===== config.mk =====
export PLATFORM = sky130hd
export DESIGN_NAME = fetch_sequencer
export DESIGN_NICKNAME = d
export VERILOG_FILES = /design/src/rtl/fetch_sequencer.sv
export SDC_FILE = /design/constraint.sdc
export NUM_CORES = 1
export LEC_CHECK = 0
export CAP_MARGIN = 15
export CORE_ASPECT_RATIO = 1.25
export CORE_MARGIN = 2
export CORE_UTILIZATION = 48
export CTS_BUF_LIST = sky130_fd_sc_hd__clkbuf_4
export CTS_CLUSTER_SIZE = 24
export DETAILED_ROUTE_END_ITERATION = 7
export GPL_TIMING_DRIVEN = 0
export PLACE_DENSITY = 0.95
export SYNTH_ARGS = -nofsm -noshare
export SYNTH_HDL_FRONTEND = slang
export SYNTH_SLANG_ARGS = --single-unit

===== constraint.sdc =====
create_clock -name clk -period 2.1 [get_ports clk]
set_input_delay 0.315 -clock clk [delete_from_list [all_inputs] [get_ports clk]]
set_output_delay 0.315 -clock clk [all_outputs]
set_load 0.01 [all_outputs]

===== src/rtl/fetch_sequencer.sv =====
// Multi-cycle instruction sequencer: owns the PC and walks each instruction
// through FETCH, EXEC and an optional post-load stall before the next fetch.
module fetch_sequencer #(
  parameter int              PC_W      = 10,
  parameter logic [PC_W-1:0] START_PC  = '0,
  parameter int              LOAD_WAIT = 2
) (
  input  logic            clk,
  input  logic            rst_n,
  input  logic            start,
  output logic            imem_req,
  output logic [PC_W-1:0] imem_addr,
  input  logic            imem_valid,
  input  logic [8:0]      imem_data,
  output logic [8:0]      ir,
  input  logic            branch_flag,
  input  logic            cond_branch,
  input  logic            branch_taken,
  input  logic            mem_to_reg,
  input  logic [PC_W-1:0] branch_target,
  output logic            exec_en,
  output logic [PC_W-1:0] pc,
  output logic            busy,
  output logic            done,
  output logic [15:0]     cycle_count
);

  typedef enum logic [2:0] {
    S_IDLE,
    S_FETCH,
    S_EXEC,
    S_LWAIT,
    S_DONE
  } state_t;

  localparam logic [3:0] WAIT_INIT = 4'(LOAD_WAIT);
  localparam bit         HAS_WAIT  = (LOAD_WAIT > 0);

  state_t            state_reg, state_next;
  logic [PC_W-1:0]   pc_reg, pc_next;
  logic [8:0]        ir_reg, ir_next;
  logic [15:0]       cnt_reg, cnt_next;
  logic [3:0]        wait_reg, wait_next;
  logic              is_halt;
  logic              active;

  // Halt is itype 0 with opcode 1111; the upper instruction bits are don't-care.
  assign is_halt = (ir_reg[4:0] == 5'b11110);
  assign active  = (state_reg == S_FETCH) || (state_reg == S_EXEC) || (state_reg == S_LWAIT);

  always_ff @(posedge clk or negedge rst_n) begin
    if (!rst_n) begin
      state_reg <= S_IDLE;
      pc_reg    <= '0;
      ir_reg    <= '0;
      cnt_reg   <= '0;
      wait_reg  <= '0;
    end else begin
      state_reg <= state_next;
      pc_reg    <= pc_next;
      ir_reg    <= ir_next;
      cnt_reg   <= cnt_next;
      wait_reg  <= wait_next;
    end
  end

  always_comb begin
    state_next = state_reg;
    pc_next    = pc_reg;
    ir_next    = ir_reg;
    cnt_next   = cnt_reg;
    wait_next  = wait_reg;

    if (active && (cnt_reg != 16'hFFFF)) begin
      cnt_next = cnt_reg + 16'd1;
    end

    case (state_reg)
      S_IDLE, S_DONE: begin
        if (start) begin
          pc_next    = START_PC;
          cnt_next   = '0;
          state_next = S_FETCH;
        end
      end
      S_FETCH: begin
        if (imem_valid) begin
          ir_next    = imem_data;
          state_next = S_EXEC;
        end
      end
      S_EXEC: begin
        if (is_halt) begin
          state_next = S_DONE;
        end else begin
          // Unconditional jump outranks the conditional branch.
          if (branch_flag || (cond_branch && branch_taken)) begin
            pc_next = branch_target;
          end else begin
            pc_next = pc_reg + PC_W'(1);
          end
          if (mem_to_reg && HAS_WAIT) begin
            wait_next  = WAIT_INIT - 4'd1;
            state_next = S_LWAIT;
          end else begin
            state_next = S_FETCH;
          end
        end
      end
      S_LWAIT: begin
        if (wait_reg == 4'd0) begin
          state_next = S_FETCH;
        end else begin
          wait_next = wait_reg - 4'd1;
        end
      end
      default: state_next = S_IDLE;
    endcase
  end

  assign imem_req    = (state_reg == S_FETCH);
  assign imem_addr   = pc_reg;
  assign ir          = ir_reg;
  assign exec_en     = (state_reg == S_EXEC) && !is_halt;
  assign pc          = pc_reg;
  assign busy        = active;
  assign done        = (state_reg == S_DONE);
  assign cycle_count = cnt_reg;

endmodule


# Word level (Yosys, flattened, before mapping)
# Index checks and enable logic that the tools add are counted.
op_classes:
  n_addsub: 3
  eq_ne: 12
  mux: 17
  reduce_logical: 16
op_table:
  columns: ["operator", "n"]
  rows:
  - ["$mux 16", 3]
  - ["$mux 10", 3]
  - ["$pmux 10 s2", 1]
  - ["$add 16x1->16 const B", 1]
  - ["$ne 16x16->1 const B", 1]
  - ["$mux 3", 4]
  - ["$mux 4", 3]
  - ["$pmux 3 s4", 1]
  - ["$add 10x1->10 const B", 1]
  - ["$ne 2x2->1 const B", 4]
  - ["$pmux 4 s2", 1]
  - ["$eq 3x2->1 const B", 2]
  - ["$reduce_and 3->1", 2]
  - ["$eq 5x5->1 const B", 1]
  - ["$logic_not 4->1", 1]
  - ["$ne 2x1->1 const B", 2]
  - ["$reduce_and 4->1", 1]
  - ["$reduce_bool 2->1", 2]
  - ["$sub 4x1->4 const B", 1]
  - ["$eq 3x1->1 const B", 1]
  - ["$eq 3x3->1 const B", 1]
  - ["$logic_and 1x1->1", 3]
  - ["$logic_not 3->1", 1]
  - ["$logic_or 1x1->1", 3]
  - ["other kinds (4)", 4]
totals:
  reg_bits: 42
  elab_cells: 53

# Logic depth before layout (Yosys ltp)
depth:
  ltp_word: 7
  mapped_depth: 7
  ltp_nobuf: 5

# Least setup slack after synthesis
# Ideal clock, no wire load.
synth_timing:
  path_type: "register -> register"
  from: "register cnt_reg[0] (netlist: cycle_count[0])"
  to: "register cnt_reg[14] (netlist: cycle_count[14])"
  setup_time_ns: 0.078
  t_arrival_ns: 1.838
  setup_slack_ns: 0.184
  stages_incl_launch_ff: 6
  n_path_buf: 0
  cell_sequence: "dfrtp_1 > ha_1 > nand3_1 > or4b_4 > or4_1 > a21oi_1"
synth_via:
  elab_chain_cells: 5
synth_rtl:
  columns: ["element", "line", "rtl"]
  rows:
  - ["from (decl)", "42", "logic [15:0] cnt_reg, cnt_next;"]
  - ["from (signal assigned)", "62", "cnt_reg <= cnt_next;"]
  - ["parallel branches: the longest is 2 deep, another holds $add 16x1->16", null, null]
  - ["$mux 16 (*)", "74", "if (active && (cnt_reg != 16'hFFFF)) begin"]
  - ["$mux 16", "80", "if (start) begin"]
  - ["$mux 16 (*)", "78", "case (state_reg)"]
  - ["named net cnt_next[14]", "42", null]
# Mark *: on every way through the listed nets, which the timed path passes.
# A chain may end at the register's enable or synchronous reset.

# Final worst setup path
layout_timing:
  from: "register cnt_reg[1] (netlist: cycle_count[1])"
  to: "register cnt_reg[14] (netlist: cycle_count[14])"
# The elaborated chain is that of the path after synthesis.

==> flow_metrics.tcl <==
set metrics [dict create \
    finalCriticalPeriod_ns 2.01 \
    ys_seq_elements 42 \
    synth_most_common_cell "dfrtp_1" \
    top_usage_layer "met2" \
    synth-edff-count 0 \
    crit_slowest_cell "or4b_4" \
    power_uw 4400 \
    ys_types 45 \
    globalplace.congestion 0.789 \
    synthTopCellsByArea "dfrtp_1, mux2_2, a21oi_1" \
    synth.avg_cell_area_um2 9.86 \
    crit_path_max_fanout 4 \
    setup_viol 0 \
    core_um2 4730 \
    start_util_pct 49.6 \
    syn_to_final_growth_pct 42.9 \
    clkTransAtPathRegs_ns 0.12 \
    via_per_inst 5.84 \
    cts_tree "done" \
    drt-pass1-iter-count 4 \
    ioPinCount 76 \
    grt_max_degree 23 \
    groute.usage.overall_pct 23.5 \
    p_int_uw 2690 \
    reg2reg_setup_slack_ns 0.09 \
    rr_startpoint "cycle_count[1]" \
    cpPeakStageDelay_ns 0.57 \
    rsz0062_at_grt "true" \
    critical_path_class "register to register" \
    synthFlopType "dfrtp_1" \
    crit_chain "ha_2, nand3_1, or4b_4, or4_1, a21oi_1" \
    hold_violations 0 \
    fin_crit_sh_pct 95.5 \
    maxSlewViolCount 0 \
    antenna_found_initial 0 \
    fin_nets 361 \
    drv_cap 0 \
    async_flop_share_pct 100 \
    synth_cells 238 \
    synth_top_cell_by_area "dfrtp_1" \
    max_freq_mhz 499 \
    final_layout_size_suffix_gt1_share_pct 16.1 \
    p_leak_uw 0.00137 \
    dpl.hpwl_um 4530 \
    ys_warn_count 0 \
    reg2reg_to "cycle_count[14]" \
    vias 2273 \
    cp_data_arrival_time_ns 2.27 \
    status "completed" \
    cp.buffers_inverters 0 \
    p_comb_share_pct 55.3 \
    grt_pass1_wl_um 9880 \
    ir_drop_uv 758 \
    syn-cell-area_um2 2350 \
    grt_pass1_vias 2259 \
    max_slew_margin_pct 44.2 \
    root_buffer "clkbuf_4" \
    p_sw_share_pct 38.9 \
    ant_nets 0 \
    power_per_cell_area_nw_per_um2 1310 \
    pwr-share-clk_pct 8.2 \
    drt-total-wl_um 6170 \
    cts.sinks 42 \
    tightest_slew_ns 0.830 \
    largest_reg_flops 16 \
    clk_path_buf_depth 2 \
    numCtsBuffers 5 \
    die_x_um 66.5 \
    clock_skew_ns 0.0114 \
    synthTopCellsByCount "dfrtp_1, a21oi_1, nand2_1" \
    hp-class "input pin to asynchronous set/reset pin" \
    seq_power_share_pct 36.5 \
    met1_usage_pct 24.9 \
    clk-insertion-delay-late_ns 0.33 \
    num-fill-cells 368 \
    reg2reg_depth 5 \
    required_ns 2.36 \
    grt_use_met3_pct 5.15 \
    pre_cts_ws_ns -0.551 \
    die_h_um 82.2 \
    syn_nets 269 \
    grt_overflow 0 \
    row_count 28 \
    cp-start-kind "register" \
    drc 0 \
    wl_per_cell_um 15.9 \
    die_area_um2 5470 \
    globalRouteMet2Util_pct 44.1 \
    portBuffers 75 \
    synth_top_area_share_pct 44.8 \
    switchingPower_uw 1710 \
    h-tree-depth 2 \
    n_antenna_cell 0 \
    ys_seq_area_share_pct 44.8 \
    drt_iter0_markers 221 \
    fin_ws_ns 0.0944 \
    worstSetupEndpointType "register" \
    cp_top_family "simple AND/OR/NAND/NOR gates" \
]
[area by class of cell]
type	instances	area (um2)	share of cell area, %
multi-input combinational	171	1180	35.3
sequential	42	1050	31.5
timing repair buffer	85	847	25.3
buffer	16	114	3.40
tap	60	75.1	2.24
clock buffer	5	37.5	1.12
inverter	9	36.3	1.08
clock inverter	1	3.75	0.112
[what timing repair did]
action                                 in CTS  in global routing
setup endpoints to repair                   9                 14
pin swaps                                   3                  3
buffers inserted                            3                  5
endpoints found under the hold margin      20                  0
hold buffers                                1                  0
gates resized for setup                    11                  9
[layout by cell type (no fill, tap or decap), types with 3 or more instances in the layout]
cell type and count:
nor2_1 13, nand2_1 16, buf_4 18, clkbuf_1 3
nand3b_1 3, a21o_1 4, dfrtp_1 39, a22oi_1 3
nor4_1 3, inv_1 7, nor3_1 4, or4_1 4
a21oi_1 18, nand4_1 6, and3_1 3, ha_1 3
mux2_2 10, mux2i_1 5, clkdlybuf4s50_1 70, o2bb2ai_1 5
clkbuf_4 5, o31ai_1 7, or3_1 5, dfrtp_2 3
o22ai_1 8, nand3_1 10, o211ai_1 6, o21ai_0 9
[how the worst max path moves through the flow]
stage                        start               to  slack, ns  depth (start not counted)
floorplan           cycle_count[0]  cycle_count[14]       0.18                          5
global placement      state_reg[0]          exec_en      -0.52                          5
detailed placement    state_reg[2]          exec_en      -0.55                          5
CTS                   state_reg[0]             done     0.0007                          4
global route        cycle_count[5]   cycle_count[2]      -0.03                          4
finish              cycle_count[1]  cycle_count[14]       0.09                          5
[logic make-up after synthesis]
| family | Yosys count | share of synthesized area (%) |
|---|---|---|
| xor gates and xnor gates | 2 | 0.746 |
| buffers and inverters | 25 | 6.08 |
| AOI/OAI and AO/OA | 70 | 20.5 |
| DFF | 42 | 44.8 |
| adders and majority gates | 4 | 2.13 |
| and+or+nand+nor | 80 | 18.8 |
| muxes | 15 | 6.93 |
[power by group through the flow]
stage	Sequential (uW)	Clock [uW]	Combinational [uW]
floorplan	1670	0	1080
global placement	1600	0	2200
detailed placement	1630	0	2300
CTS	1610	374	2370
global route	1670	406	2630
finish	1610	361	2430
[worst register-to-register path, delay by kind of cell, from the launching register on]
family          cells  cell delay, ns
compound gates      1            0.18
fa+ha+maj           1            0.22
simple gates        3            1.12
flops               1            0.42
[per-layer routing]
metal / up-vias / part of all wire (%) / routed length, um
li1: 1071 / - / -
met1: 1110 / 37 / 2290
met2: 80 / 55 / 3400
met3: 12 / 6.1 / 378
met4: 0 / 1.7 / 106
met5: - / 0 / 0
[stage by stage]
stage | utilization (%) | area [um2] | TNS [ns] | instances | hold slack [ns]
after floorplan | - | 2350 | 0 | 238 | 0.0194
after detailed placement | 67.6 | 3200 | -0.846 | 374 | 0.318
final | 70.9 | 3350 | 0 | 389 | 0.470
after CTS | 69.7 | 3290 | 0 | 384 | 0.479
after global placement | 67.1 | 3170 | -17.91 | 373 | 0.489
after global routing | 70.9 | 3350 | -0.111 | 389 | 0.494
(Power assumes the default switching activity.)
